`config.mk`:
```
export PLATFORM = sky130hd
export DESIGN_NAME = ifu_prefetch_flat
export DESIGN_NICKNAME = d
export VERILOG_FILES = /design/src/rtl/ifu_prefetch_pkg.sv /design/src/rtl/ifu_prefetch_if.sv /design/src/rtl/ifu_prefetch_fetch_fifo.sv /design/src/rtl/ifu_prefetch.sv /design/src/flat_wrapper.sv
export SDC_FILE = /design/constraint.sdc
export NUM_CORES = 1
export LEC_CHECK = 0
export CORE_UTILIZATION = 50
export CTS_BUF_LIST = sky130_fd_sc_hd__clkbuf_16
export CTS_CLUSTER_DIAMETER = 50
export CTS_CLUSTER_SIZE = 12
export DETAILED_ROUTE_END_ITERATION = 7
export MAX_ROUTING_LAYER = met4
export PLACE_DENSITY = 0.73
export SLEW_MARGIN = 20
export SYNTH_ARGS = -nofsm -noshare
export SYNTH_HDL_FRONTEND = slang
export SYNTH_SLANG_ARGS = --single-unit
```
`constraint.sdc`:
```
create_clock -name clk -period 3.54 [get_ports clk]
set_clock_uncertainty 0.15 [all_clocks]
set_input_delay 0.708 -clock clk [delete_from_list [all_inputs] [get_ports clk]]
set_output_delay 0.708 -clock clk [all_outputs]
set_load 0.05 [all_outputs]
```
`src/rtl/ifu_prefetch_pkg.sv`:
```
// Shared widths, reset PC and small helpers for the instruction prefetch unit.
package ifu_prefetch_pkg;

    localparam int unsigned InstBus     = 32;
    localparam int unsigned InstAddrBus = 32;
    localparam logic [InstAddrBus-1:0] PcResetVal = 32'h8000_0000;

    typedef enum logic [1:0] {
        RSP_NONE,
        RSP_KEEP,
        RSP_DROP
    } rsp_action_e;

    function automatic int unsigned pc_step(input int unsigned inst_w);
        return inst_w / 8;
    endfunction

    function automatic int unsigned ptr_width(input int unsigned depth);
        return $clog2(depth) + 1;
    endfunction

endpackage

```
`src/rtl/ifu_prefetch_if.sv`:
```
// Fetch-side bus: memory request/response, decode handoff and execute redirect.
interface ifu_prefetch_if import ifu_prefetch_pkg::*; #(
    parameter int unsigned ADDR_W = InstAddrBus,
    parameter int unsigned INST_W = InstBus
) ();

    logic              req_valid_o;
    logic              req_ready_i;
    logic [ADDR_W-1:0] req_addr_o;
    logic              rsp_valid_i;
    logic [INST_W-1:0] rsp_inst_i;
    logic              inst_valid_o;
    logic              inst_ready_i;
    logic [INST_W-1:0] inst_o;
    logic [ADDR_W-1:0] pc_o;
    logic              redirect_i;
    logic [ADDR_W-1:0] redirect_pc_i;

    modport master (
        output req_valid_o,
        input  req_ready_i,
        output req_addr_o,
        input  rsp_valid_i,
        input  rsp_inst_i,
        output inst_valid_o,
        input  inst_ready_i,
        output inst_o,
        output pc_o,
        input  redirect_i,
        input  redirect_pc_i
    );

    modport slave (
        input  req_valid_o,
        output req_ready_i,
        input  req_addr_o,
        output rsp_valid_i,
        output rsp_inst_i,
        input  inst_valid_o,
        output inst_ready_i,
        input  inst_o,
        input  pc_o,
        output redirect_i,
        output redirect_pc_i
    );

endinterface

```
`src/rtl/ifu_prefetch_fetch_fifo.sv`:
```
// Synchronous prefetch queue; flush wins over push/pop, pointers carry an extra wrap bit.
module fetch_fifo import ifu_prefetch_pkg::*; #(
    parameter int unsigned DEPTH = 4,
    parameter int unsigned WIDTH = 64
) (
    input  logic                   clk,
    input  logic                   rst,
    input  logic                   push_i,
    input  logic                   pop_i,
    input  logic                   flush_i,
    input  logic [WIDTH-1:0]       data_i,
    output logic [WIDTH-1:0]       data_o,
    output logic                   full_o,
    output logic                   empty_o,
    output logic [$clog2(DEPTH):0] count_o
);

    localparam int unsigned CNT_W = ptr_width(DEPTH);
    localparam int unsigned IDX_W = CNT_W - 1;

    logic [WIDTH-1:0] mem_q [DEPTH];
    logic [CNT_W-1:0] wr_ptr_q, wr_ptr_d;
    logic [CNT_W-1:0] rd_ptr_q, rd_ptr_d;
    logic             do_push, do_pop;

    always_comb begin
        count_o  = wr_ptr_q - rd_ptr_q;
        full_o   = (count_o == CNT_W'(DEPTH));
        empty_o  = (wr_ptr_q == rd_ptr_q);
        data_o   = mem_q[rd_ptr_q[IDX_W-1:0]];
        do_pop   = pop_i & ~empty_o;
        do_push  = push_i & (~full_o | do_pop);
        wr_ptr_d = wr_ptr_q;
        rd_ptr_d = rd_ptr_q;
        if (flush_i) begin
            wr_ptr_d = '0;
            rd_ptr_d = '0;
        end else begin
            if (do_push) wr_ptr_d = wr_ptr_q + CNT_W'(1);
            if (do_pop)  rd_ptr_d = rd_ptr_q + CNT_W'(1);
        end
    end

    always_ff @(posedge clk) begin
        if (rst) begin
            wr_ptr_q <= '0;
            rd_ptr_q <= '0;
        end else begin
            wr_ptr_q <= wr_ptr_d;
            rd_ptr_q <= rd_ptr_d;
        end
    end

    always_ff @(posedge clk) begin
        if (!rst && !flush_i && do_push) mem_q[wr_ptr_q[IDX_W-1:0]] <= data_i;
    end

endmodule

```
`src/rtl/ifu_prefetch.sv`:
```
// Sequential instruction prefetcher: credit-limited fetch requests, PC-tagged
// response queue toward decode, and redirect flush with in-flight response dropping.
module ifu_prefetch import ifu_prefetch_pkg::*; #(
    parameter int unsigned       ADDR_W   = InstAddrBus,
    parameter int unsigned       INST_W   = InstBus,
    parameter logic [ADDR_W-1:0] RESET_PC = ADDR_W'(PcResetVal),
    parameter int unsigned       DEPTH    = 4
) (
    input logic            clk,
    input logic            rst,
    ifu_prefetch_if.master bus
);

    localparam int unsigned       CNT_W  = ptr_width(DEPTH);
    localparam int unsigned       SUM_W  = CNT_W + 1;
    localparam logic [ADDR_W-1:0] PcInc  = ADDR_W'(pc_step(INST_W));
    localparam logic [SUM_W-1:0]  Credit = SUM_W'(DEPTH);

    logic [ADDR_W-1:0]        fpc_q, fpc_d;
    logic [ADDR_W-1:0]        rpc_q, rpc_d;
    logic [CNT_W-1:0]         outst_q, outst_d;
    logic [CNT_W-1:0]         drop_q, drop_d;
    logic [CNT_W-1:0]         occ;
    logic                     fifo_full, fifo_empty;
    logic [ADDR_W+INST_W-1:0] head;
    logic [ADDR_W-1:0]        redir_pc;
    logic                     req_fire, rsp_fire, push, pop;
    rsp_action_e              rsp_act;
    logic                     unused_redir_lsb;

    assign unused_redir_lsb = ^bus.redirect_pc_i[1:0];

    always_comb begin
        redir_pc         = {bus.redirect_pc_i[ADDR_W-1:2], 2'b00};
        bus.req_valid_o  = ~rst & ~bus.redirect_i & (({1'b0, occ} + {1'b0, outst_q}) < Credit);
        bus.req_addr_o   = rst ? RESET_PC : fpc_q;
        bus.inst_valid_o = ~rst & ~fifo_empty & ~bus.redirect_i;
        bus.inst_o       = (rst | fifo_empty) ? '0 : head[INST_W-1:0];
        bus.pc_o         = (rst | fifo_empty) ? '0 : head[ADDR_W+INST_W-1:INST_W];

        req_fire = bus.req_valid_o & bus.req_ready_i;
        // Unsolicited responses (nothing outstanding) are ignored entirely.
        rsp_fire = bus.rsp_valid_i & (outst_q != '0);
        rsp_act  = RSP_NONE;
        if (rsp_fire) rsp_act = (bus.redirect_i || drop_q != '0) ? RSP_DROP : RSP_KEEP;
        push = (rsp_act == RSP_KEEP);
        pop  = bus.inst_valid_o & bus.inst_ready_i;

        fpc_d   = fpc_q;
        rpc_d   = rpc_q;
        drop_d  = drop_q;
        outst_d = outst_q + CNT_W'(req_fire) - CNT_W'(rsp_fire);
        if (bus.redirect_i) begin
            fpc_d  = redir_pc;
            rpc_d  = redir_pc;
            // Everything still in flight after this edge belongs to the abandoned path,
            // so the drop count saturates at the remaining outstanding count.
            drop_d = outst_q - CNT_W'(rsp_fire);
        end else begin
            if (req_fire)             fpc_d  = fpc_q + PcInc;
            if (rsp_act == RSP_KEEP)  rpc_d  = rpc_q + PcInc;
            if (rsp_act == RSP_DROP)  drop_d = drop_q - CNT_W'(1);
        end
    end

    always_ff @(posedge clk) begin
        if (rst) begin
            fpc_q   <= RESET_PC;
            rpc_q   <= RESET_PC;
            outst_q <= '0;
            drop_q  <= '0;
        end else begin
            fpc_q   <= fpc_d;
            rpc_q   <= rpc_d;
            outst_q <= outst_d;
            drop_q  <= drop_d;
        end
    end

    fetch_fifo #(
        .DEPTH (DEPTH),
        .WIDTH (ADDR_W + INST_W)
    ) u_fetch_fifo (
        .clk     (clk),
        .rst     (rst),
        .push_i  (push),
        .pop_i   (pop),
        .flush_i (bus.redirect_i),
        .data_i  ({rpc_q, bus.rsp_inst_i}),
        .data_o  (head),
        .full_o  (fifo_full),
        .empty_o (fifo_empty),
        .count_o (occ)
    );

    assert property (@(posedge clk) disable iff (rst) !(bus.rsp_valid_i && outst_q == '0));
    assert property (@(posedge clk) disable iff (rst) (({1'b0, occ} + {1'b0, outst_q}) <= Credit));
    assert property (@(posedge clk) disable iff (rst) !(fifo_full && push && !pop));

endmodule
```
`src/flat_wrapper.sv`:
```
// flat-port wrapper written by rule: the top's interface ports become plain ports
module ifu_prefetch_flat import ifu_prefetch_pkg::*;
#(
    parameter int unsigned       ADDR_W   = InstAddrBus,
    parameter int unsigned       INST_W   = InstBus,
    parameter logic [ADDR_W-1:0] RESET_PC = ADDR_W'(PcResetVal),
    parameter int unsigned       DEPTH    = 4
)
  (clk, rst, bus_req_valid_o, bus_req_ready_i, bus_req_addr_o, bus_rsp_valid_i, bus_rsp_inst_i, bus_inst_valid_o, bus_inst_ready_i, bus_inst_o, bus_pc_o, bus_redirect_i, bus_redirect_pc_i);
  ifu_prefetch_if #(.ADDR_W(ADDR_W), .INST_W(INST_W)) bus_i ();
  input logic clk;
  input logic rst;
  output wire logic [$bits(bus_i.req_valid_o)-1:0] bus_req_valid_o;
  input wire logic [$bits(bus_i.req_ready_i)-1:0] bus_req_ready_i;
  output wire logic [$bits(bus_i.req_addr_o)-1:0] bus_req_addr_o;
  input wire logic [$bits(bus_i.rsp_valid_i)-1:0] bus_rsp_valid_i;
  input wire logic [$bits(bus_i.rsp_inst_i)-1:0] bus_rsp_inst_i;
  output wire logic [$bits(bus_i.inst_valid_o)-1:0] bus_inst_valid_o;
  input wire logic [$bits(bus_i.inst_ready_i)-1:0] bus_inst_ready_i;
  output wire logic [$bits(bus_i.inst_o)-1:0] bus_inst_o;
  output wire logic [$bits(bus_i.pc_o)-1:0] bus_pc_o;
  input wire logic [$bits(bus_i.redirect_i)-1:0] bus_redirect_i;
  input wire logic [$bits(bus_i.redirect_pc_i)-1:0] bus_redirect_pc_i;
  assign bus_req_valid_o = bus_i.req_valid_o;
  assign bus_i.req_ready_i = bus_req_ready_i;
  assign bus_req_addr_o = bus_i.req_addr_o;
  assign bus_i.rsp_valid_i = bus_rsp_valid_i;
  assign bus_i.rsp_inst_i = bus_rsp_inst_i;
  assign bus_inst_valid_o = bus_i.inst_valid_o;
  assign bus_i.inst_ready_i = bus_inst_ready_i;
  assign bus_inst_o = bus_i.inst_o;
  assign bus_pc_o = bus_i.pc_o;
  assign bus_i.redirect_i = bus_redirect_i;
  assign bus_i.redirect_pc_i = bus_redirect_pc_i;
  ifu_prefetch #(.ADDR_W(ADDR_W), .INST_W(INST_W), .RESET_PC(RESET_PC), .DEPTH(DEPTH)) u_core (.clk(clk), .rst(rst), .bus(bus_i));
endmodule
```
==> reports/metrics.yaml <==
global_routing:
  grt_max_degree: 63
  overflow: 0
  antenna_found_initial: 0
  grt_pass1_vias: 8074
  grt_pass1_wl_um: 45200
  grt_usage: 0.211
power_and_ir_drop:
  powerDensity_mw_per_mm2: 496
  p_int_mw: 6.49
  power.clock.fraction: 0.372
  peakVddDrop_v: 0.000273
  p_total_mw: 8.59
  pwr-share-seq: 0.504
  leakage_nw: 5.74
  p_sw_mw: 2.10
  combPwrFrac: 0.124
  switching_share: 0.244
drt:
  drt_iter0_markers: 605
  wirelength_um: 28800
  vias: 8247
  viasPerCell: 5.50
  drt_pass1_iterations: 5
  ant_nets: 0
  routedWlPerCell_um: 19.2
  drc: 0
timing:
  period_minus_slack_ps: 3440
  slew_headroom: 0.629
  final-hold-violation-count: 0
  hold_slack_ps: 353
  fmax_mhz: 290
  min_period_over_period: 0.973
  tightest_slew_ps: 554
  setup_viol: 0
  drv_slew: 0
yosys:
  synth_ff_type: "edfxtp_1"
  synth_edf_count: 248
  synth.distinct_cells: 58
  synth-async-reset-ratio: 0
  synth.avg_cell_area_um2: 14.7
  syn_inst: 946
  synth-seq-cells: 322
  seq_area_frac_synth: 0.642
  yosysWarningCount: 0
  synth_area_mm2: 0.0139
floorplanning:
  core_area_mm2: 0.0271
  io_pins: 168
  start_util: 0.513
  die_h_um: 169
  rows: 60
  die-area_mm2: 0.0285
  die_w_um: 169
cts:
  cts_setup_buffers: 0
  cts_tree: "yes"
  cts_root_buf: "clkbuf_16"
  h-tree-depth: 2
  cts.sinks: 322
  clock_latency_ps: 500
  postCtsHoldBufs: 0
  path_clk_slew_ps: 60
  numCtsBuffers: 35
  clockBufferDepth: 3
critical_path:
  path_max_fanout: 4
  critical_path_class: "flop to output port"
  cp-start-kind: "flop"
  cp-end-kind: "output port"
  worstPathRequired_ps: 2680
  cp_data_arrival_time_ps: 2590
place:
  routabilityCongestion: 0.833
  place_inst: 1450
  hpwl_um: 18700
  io_buffers: 161
hold_path:
  min_path_type: "flop to flop"
layout:
  fin_util: 0.639
  area_growth_pct: 24.5
  finalNonFillerCells: 1499
  drive_above_1_share: 0.203
  nets: 1204
outcome:
  status: "complete, no violations"
flow_run:
  cap_viol_max_count: 0
[worst max-delay path, cell delays in order, from the launching register on]
cell and delay [ps]:
dfxtp_2 340, inv_1 110, ha_1 160, inv_1 40, fa_1 400, xnor2_2 160, ha_1 330, nor3_1 140
and3_2 260, buf_12 140
[area by class of cell]
type	count	area (um2)
fillers	1962	9790
flip-flops and latches	322	8930
multi-input cells	527	4580
repair buffers	185	2190
clock buffers	36	901
well taps	372	465
inverters	44	165
clock inverters	12	71.3
diodes	1	2.50
[layout by cell type, fill, tap and decap left out, types with 10 or more instances in the layout]
cell type and instances:
edfxtp_1 248, clkdlybuf4s50_1 96, nor2b_1 88, dfxtp_1 71, mux4_2 62, xnor2_1 52, inv_1 47, buf_12 45
buf_4 43, clkbuf_16 36, nor2_1 35, nand2_1 31, a21oi_1 30, a21boi_0 26, nor3_1 24, nand3_1 23
ha_1 17, nand4_1 14, xor2_1 11, nor4_1 10
[logic make-up (layout without fill, tap and decap cells)]
group	count (synthesis)	in the layout	synth area share
flops	322	322	0.642
xor+xnor	64	64	0.0403
buf+inv	100	277	0.0305
simple gates	278	278	0.121
fa+ha+maj	19	19	0.0182
compound gates	99	99	0.0467
mux	63	63	0.101
other cells	1	5	0.000270
[repair_timing]
action / CTS / global route
resized for setup: 1 / 3
pin swaps: 0 / 1
setup endpoints to repair: 1 / 54
[power groups by stage]
stage	registers [mW]	clock network [mW]	logic, mW
after detailed placement	4.41	0	1.07
after global routing	4.35	3.39	1.16
after global placement	4.40	0	1.06
after floorplan	4.36	0	0.718
final	4.33	3.20	1.07
after CTS	4.33	3.25	1.07
[per-layer routing]
layer | part of all wire | track usage | routed length (um) | up-vias
li1 | - | - | - | 3842
met3 | 0.061 | 0.0330 | 1770 | 44
met5 | 0 | - | 0 | -
met4 | 0.017 | 0.0494 | 495 | 0
met1 | 0.46 | 0.302 | 13100 | 4070
met2 | 0.47 | 0.320 | 13400 | 291
[flip-flops by register name, indices dropped and copies added (netlist names), named ones only]
register                      cells
u_core.drop_q                     3
u_core.fpc_q                     30
u_core.outst_q                    3
u_core.rpc_q                     30
u_core.u_fetch_fifo.mem_q       248
u_core.u_fetch_fifo.rd_ptr_q      3
u_core.u_fetch_fifo.wr_ptr_q      3
[through the flow]
step	area, um2	setup WS (ps)	setup TNS [ps]
after floorplan	13900	197	0
after global placement	16300	235	0
after detailed placement	16300	168	0
after CTS	17300	9.93	0
after global routing	17300	-14.6	-14.6
final	17300	96.3	0
[synth_stat cells (all sizes together), types with 9 or more instances]
master	instances	area share
nor2b	88	0.040
nand4	17	0.011
and4	9	0.0061
inv	44	0.012
clkbuf	38	0.011
a21oi	30	0.011
a21boi	32	0.017
xnor2	53	0.033
nor4	18	0.012
nor2	35	0.0095
buf	18	0.0080
nand2	32	0.0088
dfxtp	74	0.11
ha	17	0.015
xor2	11	0.0069
mux4	62	0.10
nand3	23	0.0083
and3	14	0.0065
edfxtp	248	0.54
nor3	24	0.0086
[final timing paths]
path	start	to	slack [ps]	cells after the start
hold reg to reg	u_core.u_fetch_fifo.rd_ptr_q[1]	flop	350	2
setup reg to reg	u_core.u_fetch_fifo.wr_ptr_q[0]	u_core.outst_q[2]	240	15
setup / recovery	u_core.u_fetch_fifo.wr_ptr_q[0]	bus_req_valid_o	100	9
hold / removal	u_core.u_fetch_fifo.rd_ptr_q[1]	flop	350	2
No activity file was read; power rests on OpenSTA's default activity.
